$ cat src/rtl/fft_r2_stage2_gen_if.sv
// fft_r2_stage2_gen_if: beat handshake, data lanes and control/status bundle for the radix-2 stage
interface fft_r2_stage2_gen_if #(
    parameter int DW = 16
);
    logic            in_valid;
    logic            in_ready;
    logic [8*DW-1:0] in_r;
    logic [8*DW-1:0] in_i;
    logic            inverse;
    logic            scale;
    logic            out_valid;
    logic            out_ready;
    logic [8*DW-1:0] out_r;
    logic [8*DW-1:0] out_i;
    logic            ovf;
    logic            ovf_clr;

    modport master (
        output in_valid, in_r, in_i, inverse, scale, out_ready, ovf_clr,
        input  in_ready, out_valid, out_r, out_i, ovf
    );

    modport slave (
        input  in_valid, in_r, in_i, inverse, scale, out_ready, ovf_clr,
        output in_ready, out_valid, out_r, out_i, ovf
    );
endinterface

$ cat src/rtl/fft_r2_stage2_gen.sv
// fft_r2_stage2_gen: two parallel radix-2 butterfly pairs with -/+j twiddle, scale-or-saturate output, valid/ready pipeline
module fft_r2_stage2_gen #(
    parameter int DW      = 16,
    parameter bit OUT_REG = 1'b1
) (
    input logic                clk,
    input logic                rst,
    fft_r2_stage2_gen_if.slave bus
);
    localparam int SW = DW + 1;

    logic            w_en;
    logic            w_ov;
    logic            w_sat;
    logic            w_sat_out;
    logic            w_set;
    logic [8*SW-1:0] w_s_r;
    logic [8*SW-1:0] w_s_i;
    logic [8*DW-1:0] w_o_r;
    logic [8*DW-1:0] w_o_i;
    logic [8*DW-1:0] w_out_r;
    logic [8*DW-1:0] w_out_i;
    logic [15:0]     w_sat_v;
    logic            r_v1;
    logic            r_sc1;
    logic            r_ovf;
    logic [8*SW-1:0] r_s_r;
    logic [8*SW-1:0] r_s_i;

    // Returns {clamped, value}: halve with round-half-up when scaling, otherwise clamp to DW bits
    function automatic logic [DW:0] post_proc(input logic signed [DW:0] s, input logic sc);
        logic [DW+1:0] t;
        logic          ov;
        t  = {s[DW], s} + (DW+2)'(1);
        ov = s[DW] ^ s[DW-1];
        return sc ? {1'b0, t[DW:1]} : {ov, ov ? {s[DW], {(DW-1){~s[DW]}}} : s[DW-1:0]};
    endfunction

    // Lanes L..L+3 hold A,B,C,D (or E,F,G,H); sums kept at DW+1 bits so nothing is lost before stage 2
    for (genvar g = 0; g < 2; g++) begin : g_bfly
        localparam int L = 4 * g;
        logic signed [DW:0] w_ar, w_ai, w_br, w_bi, w_cr, w_ci, w_dr, w_di;
        assign w_ar = $signed(bus.in_r[(L+0)*DW +: DW]);
        assign w_ai = $signed(bus.in_i[(L+0)*DW +: DW]);
        assign w_br = $signed(bus.in_r[(L+1)*DW +: DW]);
        assign w_bi = $signed(bus.in_i[(L+1)*DW +: DW]);
        assign w_cr = $signed(bus.in_r[(L+2)*DW +: DW]);
        assign w_ci = $signed(bus.in_i[(L+2)*DW +: DW]);
        assign w_dr = $signed(bus.in_r[(L+3)*DW +: DW]);
        assign w_di = $signed(bus.in_i[(L+3)*DW +: DW]);
        assign w_s_r[(L+0)*SW +: SW] = w_ar + w_cr;
        assign w_s_i[(L+0)*SW +: SW] = w_ai + w_ci;
        assign w_s_r[(L+2)*SW +: SW] = w_ar - w_cr;
        assign w_s_i[(L+2)*SW +: SW] = w_ai - w_ci;
        assign w_s_r[(L+1)*SW +: SW] = bus.inverse ? w_br - w_di : w_br + w_di;
        assign w_s_i[(L+1)*SW +: SW] = bus.inverse ? w_bi + w_dr : w_bi - w_dr;
        assign w_s_r[(L+3)*SW +: SW] = bus.inverse ? w_br + w_di : w_br - w_di;
        assign w_s_i[(L+3)*SW +: SW] = bus.inverse ? w_bi - w_dr : w_bi + w_dr;
    end

    for (genvar k = 0; k < 8; k++) begin : g_post
        logic [DW:0] w_pr, w_pi;
        assign w_pr = post_proc(r_s_r[k*SW +: SW], r_sc1);
        assign w_pi = post_proc(r_s_i[k*SW +: SW], r_sc1);
        assign w_o_r[k*DW +: DW] = w_pr[DW-1:0];
        assign w_o_i[k*DW +: DW] = w_pi[DW-1:0];
        assign w_sat_v[2*k]      = w_pr[DW];
        assign w_sat_v[2*k+1]    = w_pi[DW];
    end

    assign w_sat = |w_sat_v;
    assign w_en  = !w_ov || bus.out_ready;

    // Stage 1: capture the full-precision butterfly results with the beat's scale bit
    always_ff @(posedge clk or posedge rst) begin
        if (rst) begin
            r_v1  <= 1'b0;
            r_sc1 <= 1'b0;
            r_s_r <= '0;
            r_s_i <= '0;
        end else if (w_en) begin
            r_v1 <= bus.in_valid;
            if (bus.in_valid) begin
                r_sc1 <= bus.scale;
                r_s_r <= w_s_r;
                r_s_i <= w_s_i;
            end
        end
    end

    if (OUT_REG) begin : g_reg
        logic            r_v2;
        logic            r_sat2;
        logic [8*DW-1:0] r_o_r;
        logic [8*DW-1:0] r_o_i;
        // Stage 2: register the scaled/saturated lanes and their clamp flag
        always_ff @(posedge clk or posedge rst) begin
            if (rst) begin
                r_v2   <= 1'b0;
                r_sat2 <= 1'b0;
                r_o_r  <= '0;
                r_o_i  <= '0;
            end else if (w_en) begin
                r_v2   <= r_v1;
                r_sat2 <= w_sat;
                r_o_r  <= w_o_r;
                r_o_i  <= w_o_i;
            end
        end
        assign w_ov      = r_v2;
        assign w_sat_out = r_sat2;
        assign w_out_r   = r_o_r;
        assign w_out_i   = r_o_i;
    end else begin : g_comb
        assign w_ov      = r_v1;
        assign w_sat_out = w_sat;
        assign w_out_r   = w_o_r;
        assign w_out_i   = w_o_i;
    end

    assign w_set = w_ov && bus.out_ready && w_sat_out;

    // Sticky overflow: raised when a clamped beat leaves, a simultaneous clear loses
    always_ff @(posedge clk or posedge rst) begin
        if (rst) r_ovf <= 1'b0;
        else     r_ovf <= w_set || (r_ovf && !bus.ovf_clr);
    end

    assign bus.in_ready  = w_en;
    assign bus.out_valid = w_ov;
    assign bus.out_r     = w_out_r;
    assign bus.out_i     = w_out_i;
    assign bus.ovf       = r_ovf;
endmodule
$ cat src/flat_wrapper.sv
// flat-port wrapper written by rule: the top's interface ports become plain ports
module fft_r2_stage2_gen_flat 
#(
    parameter int DW      = 16,
    parameter bit OUT_REG = 1'b1
)
  (clk, rst, bus_in_valid, bus_in_r, bus_in_i, bus_inverse, bus_scale, bus_out_ready, bus_ovf_clr, bus_in_ready, bus_out_valid, bus_out_r, bus_out_i, bus_ovf);
  fft_r2_stage2_gen_if #(.DW(DW)) bus_i ();
  input logic clk;
  input logic rst;
  input wire logic [$bits(bus_i.in_valid)-1:0] bus_in_valid;
  input wire logic [$bits(bus_i.in_r)-1:0] bus_in_r;
  input wire logic [$bits(bus_i.in_i)-1:0] bus_in_i;
  input wire logic [$bits(bus_i.inverse)-1:0] bus_inverse;
  input wire logic [$bits(bus_i.scale)-1:0] bus_scale;
  input wire logic [$bits(bus_i.out_ready)-1:0] bus_out_ready;
  input wire logic [$bits(bus_i.ovf_clr)-1:0] bus_ovf_clr;
  output wire logic [$bits(bus_i.in_ready)-1:0] bus_in_ready;
  output wire logic [$bits(bus_i.out_valid)-1:0] bus_out_valid;
  output wire logic [$bits(bus_i.out_r)-1:0] bus_out_r;
  output wire logic [$bits(bus_i.out_i)-1:0] bus_out_i;
  output wire logic [$bits(bus_i.ovf)-1:0] bus_ovf;
  assign bus_i.in_valid = bus_in_valid;
  assign bus_i.in_r = bus_in_r;
  assign bus_i.in_i = bus_in_i;
  assign bus_i.inverse = bus_inverse;
  assign bus_i.scale = bus_scale;
  assign bus_i.out_ready = bus_out_ready;
  assign bus_i.ovf_clr = bus_ovf_clr;
  assign bus_in_ready = bus_i.in_ready;
  assign bus_out_valid = bus_i.out_valid;
  assign bus_out_r = bus_i.out_r;
  assign bus_out_i = bus_i.out_i;
  assign bus_ovf = bus_i.ovf;
  fft_r2_stage2_gen #(.DW(DW), .OUT_REG(OUT_REG)) u_core (.clk(clk), .rst(rst), .bus(bus_i));
endmodule
$ cat config.mk
export PLATFORM = sky130hd
export DESIGN_NAME = fft_r2_stage2_gen_flat
export DESIGN_NICKNAME = d
export VERILOG_FILES = /design/src/rtl/fft_r2_stage2_gen_if.sv /design/src/rtl/fft_r2_stage2_gen.sv /design/src/flat_wrapper.sv
export SDC_FILE = /design/constraint.sdc
export NUM_CORES = 2
export LEC_CHECK = 0
export CORE_MARGIN = 10
export CORE_UTILIZATION = 60
export CTS_BUF_LIST = sky130_fd_sc_hd__clkbuf_4 sky130_fd_sc_hd__clkbuf_8
export CTS_CLUSTER_SIZE = 14
export DETAILED_ROUTE_END_ITERATION = 8
export GPL_TIMING_DRIVEN = 0
export PLACE_DENSITY = 0.93
export SLEW_MARGIN = 0
export SYNTH_ARGS = -nofsm -noshare
export SYNTH_HDL_FRONTEND = slang
export SYNTH_SLANG_ARGS = --single-unit
$ cat constraint.sdc
create_clock -name clk -period 39.4 [get_ports clk]
set_clock_uncertainty 0.05 [all_clocks]
set_input_delay 7.88 -clock clk [delete_from_list [all_inputs] [get_ports clk]]
set_output_delay 7.88 -clock clk [all_outputs]
set_load 0.05 [all_outputs]
==> metrics.cfg <==
[status]
outcome = finished, violations left
violations_in_the_final_reports = capacitance limit, slew limit

[finish]
n_fill_cell = 5254
finish.utilization_pct = 73.0
nNetsFinal = 6351
area.growth.synth_to_final_pct = 21.0
final_layout_size_suffix_gt1_share_pct = 3.67
postLayoutCellArea_sq_mm = 0.0488

[power_and_ir_drop]
vdd.ir_drop.worst_mv = 0.0494
power.leakage_uw = 0.0213
total_power_uw = 3110
power_per_cell_area_mw_per_mm2 = 63.6

[grt]
grt_pass1_wl_microns = 258000
grtUsageTotal_pct = 43.3
via_count_of_the_first_global_routing_pass = 41500
maximum_number_of_pins_on_one_net_before_global_route_repair = 132
met2_usage_pct = 64.1
grt_most_used_layer = met2
grt_use_met3_pct = 15.2
grt_antenna_before_repair = 13
grt_remaining_overflow = 0
use_met1_pct = 53.5

[synthesis]
synth_ff_type = dfrtp_1
yosysWarnings = 0
post_synth_num_cell_types = 73
number_of_enable_flip_flop_cells_after_synthesis = 0
ys_async_sr_fraction_pct = 100
summed_instance_area_of_the_synthesized_netlist_sq_mm = 0.0404
post_synth_inst_count = 5147
syn-mean-instance-area_sq_um = 7.84
ys_seq_area_share_pct = 32.5
syn_nets = 5730
yosys_register_bits = 525

[floorplan]
die_y_microns = 279
initial_utilization_pct = 60.3
ioPinCount = 522
die_extent_in_x_microns = 279
floorplan.die_area_sq_mm = 0.0781
row_count = 95
coreArea_sq_mm = 0.0669

[worst_setup_path]
crit_buf_inv = 6
critical_path_peak_fanout = 10
cp_common_cell = clkbuf_1
critical_path.top_delay_family = buffers and inverters
worst-endpoint-arrival_ns = 12.25
cp-end-kind = output pin
cp_data_required_time_ns = 31.47
critical-path-slowest-cell = clkbuf_1
critical_path.max_stage_delay_ns = 1.04
critical_path_class = input port to output pin
timing.critical_path.cells = clkdlybuf4s50_1, nor2b_1, inv_1, clkbuf_1, clkbuf_1, clkbuf_1, clkdlybuf4s50_1
startpoint_type = input port

[placed_design]
gp_routability_congestion = 1.05
buffer_ports.inserted = 521
placedInstanceArea_sq_mm = 0.0468
dp_hpwl_microns = 133000

[clock_tree]
tritoncts = built
clock_sink_count = 525
clockBufferDepth = 3
cts_hold_repair_buffers = 0
cts_setup_buffers = 0
cts_htree_levels = 3
cts_made_buffers = 91
clock_tree.root_cell = clkbuf_8
path_clk_slew_ns = 0.06
post_cts_resize_count = 0
insertion_delay_ns = 0.78

[routing]
drt_pass1_iterations = 9
initialDrtViolationCount = 7355
avgRoutedWirePerCell_microns = 26.2
drt_wl_total_microns = 176000
drc = 0
routed-via-count = 44200
ant_nets = 0
avgViaCountPerCell = 6.58

[sta]
finalWorstPathRequiredPeriod_ns = 20.18
report.final.slew_viol_count = 44
final.hold.worst_slack_ns = 0.422
setup_total_negative_slack_ns = 0
setup_repair_after_global_routing_missed_its_margin = false
setup_viol = 0
slew_headroom_pct = -4.71
post-route-period-util_pct = 51.2
maximum_clock_frequency_mhz = 49.6
hold_viol = 0
tightest_slew_ns = 1.57

[job]
drv_cap = 6

[hold_path]
hold_path_class = flop to flop

worst paths after layout:
path | from | end | slack, ns | cells past startpoint
setup / recovery | bus_out_ready | bus_in_ready | 19.22 | 7
hold / removal | u_core.r_v1 | u_core.bus.out_valid | 0.42 | 1
setup reg to reg | u_core.bus.out_valid | u_core.r_s_i[119] | 33.83 | 8
hold reg to reg | u_core.r_v1 | u_core.bus.out_valid | 0.42 | 1
max in group asynchronous | rst | u_core.bus.out_r[13] | 30.28 | 4
min in group asynchronous | rst | u_core.r_s_i[9] | 7.54 | 2
layer usage:
layer,routed length (microns),share of wire [%],vias up
met4,12900,7.3,16
met3,26200,15,818
met1,62900,36,20700
met2,73700,42,3535
met5,146,0.083,-
li1,-,-,19100
flip-flops by register name, indices dropped and copies added, names as in the netlist:
signal,count
u_core.bus.out_i,128
u_core.r_s_r,132
u_core.bus.out_valid,1
u_core.r_s_i,132
u_core.r_v1,1
u_core.g_reg.r_sat2,1
u_core.bus.out_r,128
u_core.r_sc1,1
u_core.bus.ovf,1
synthesized netlist by cell type, types with 24 or more instances:
cell type  instances  area, sq um
and3_1            33          206
nor2_1           487         1830
dfrtp_1          525        13100
nand2_1          699         2620
a221oi_1          52          455
nand2b_1          65          407
a21oi_1          385         1930
o21ai_0          558         2790
buf_1             27          101
xnor2_1          281         2460
mux2i_1           57          571
nand3b_1          24          180
o31ai_1           24          180
a211oi_1          33          248
nand4_1           50          313
a21o_1            91          683
nor3_1           101          505
xor2_1           113          990
ha_1             304         3800
o21bai_1          36          270
clkbuf_1         277         1040
nand3_1          144          721
a31oi_1          117          732
nor2b_1           59          369
inv_1            291         1090
power by group:
group	switching, uW	internal [uW]
clock	252	304
sequential	232	722
combinational	1080	517
total	1560	1540
logic make-up (layout without fill, tap and decap cells):
logic type | Yosys count | after routing | synth area share (%)
AOI/OAI and AO/OA | 1480 | 1480 | 22.0
xor gates and xnor gates | 394 | 394 | 8.55
adders and majority gates | 320 | 320 | 10.2
buffers and inverters | 603 | 1290 | 5.66
DFF | 525 | 525 | 32.5
muxes | 64 | 64 | 1.61
other | 0 | 7 | 0
and+or+nand+nor | 1761 | 1761 | 19.4
placed cells by master, fill, tap and decap left out, types with 113 or more instances in the layout:
| master | instances |
|---|---|
| dfrtp_1 | 525 |
| xor2_1 | 113 |
| nand3_1 | 144 |
| nor2_1 | 487 |
| a21oi_1 | 385 |
| inv_1 | 290 |
| o21ai_0 | 558 |
| clkdlybuf4s50_1 | 521 |
| clkbuf_8 | 116 |
| nand2_1 | 699 |
| a31oi_1 | 117 |
| xnor2_1 | 281 |
| ha_1 | 304 |
| clkbuf_1 | 274 |
per-stage QoR:
stage,cells,worst slack [ns]
5_1_grt,6708,19.43
4_1_cts,6704,19.52
3_5_place_dp,6545,19.54
2_1_floorplan,5147,16.80
6_report,6714,19.22
3_3_place_gp,6541,10.99
layout make-up:
| type | count | area [sq um] | area share, % |
|---|---|---|---|
| buffer | 311 | 1190 | 2.45 |
| sequential | 525 | 13100 | 26.9 |
| clock buffer | 136 | 1750 | 3.58 |
| tap | 873 | 1090 | 2.24 |
| multi-input combinational | 4019 | 25000 | 51.1 |
| antenna | 7 | 17.5 | 0.0359 |
| inverter | 292 | 1100 | 2.26 |
| clock inverter | 23 | 224 | 0.459 |
| timing repair buffer | 528 | 5370 | 11.0 |
Power figures use the tool's default switching activity.
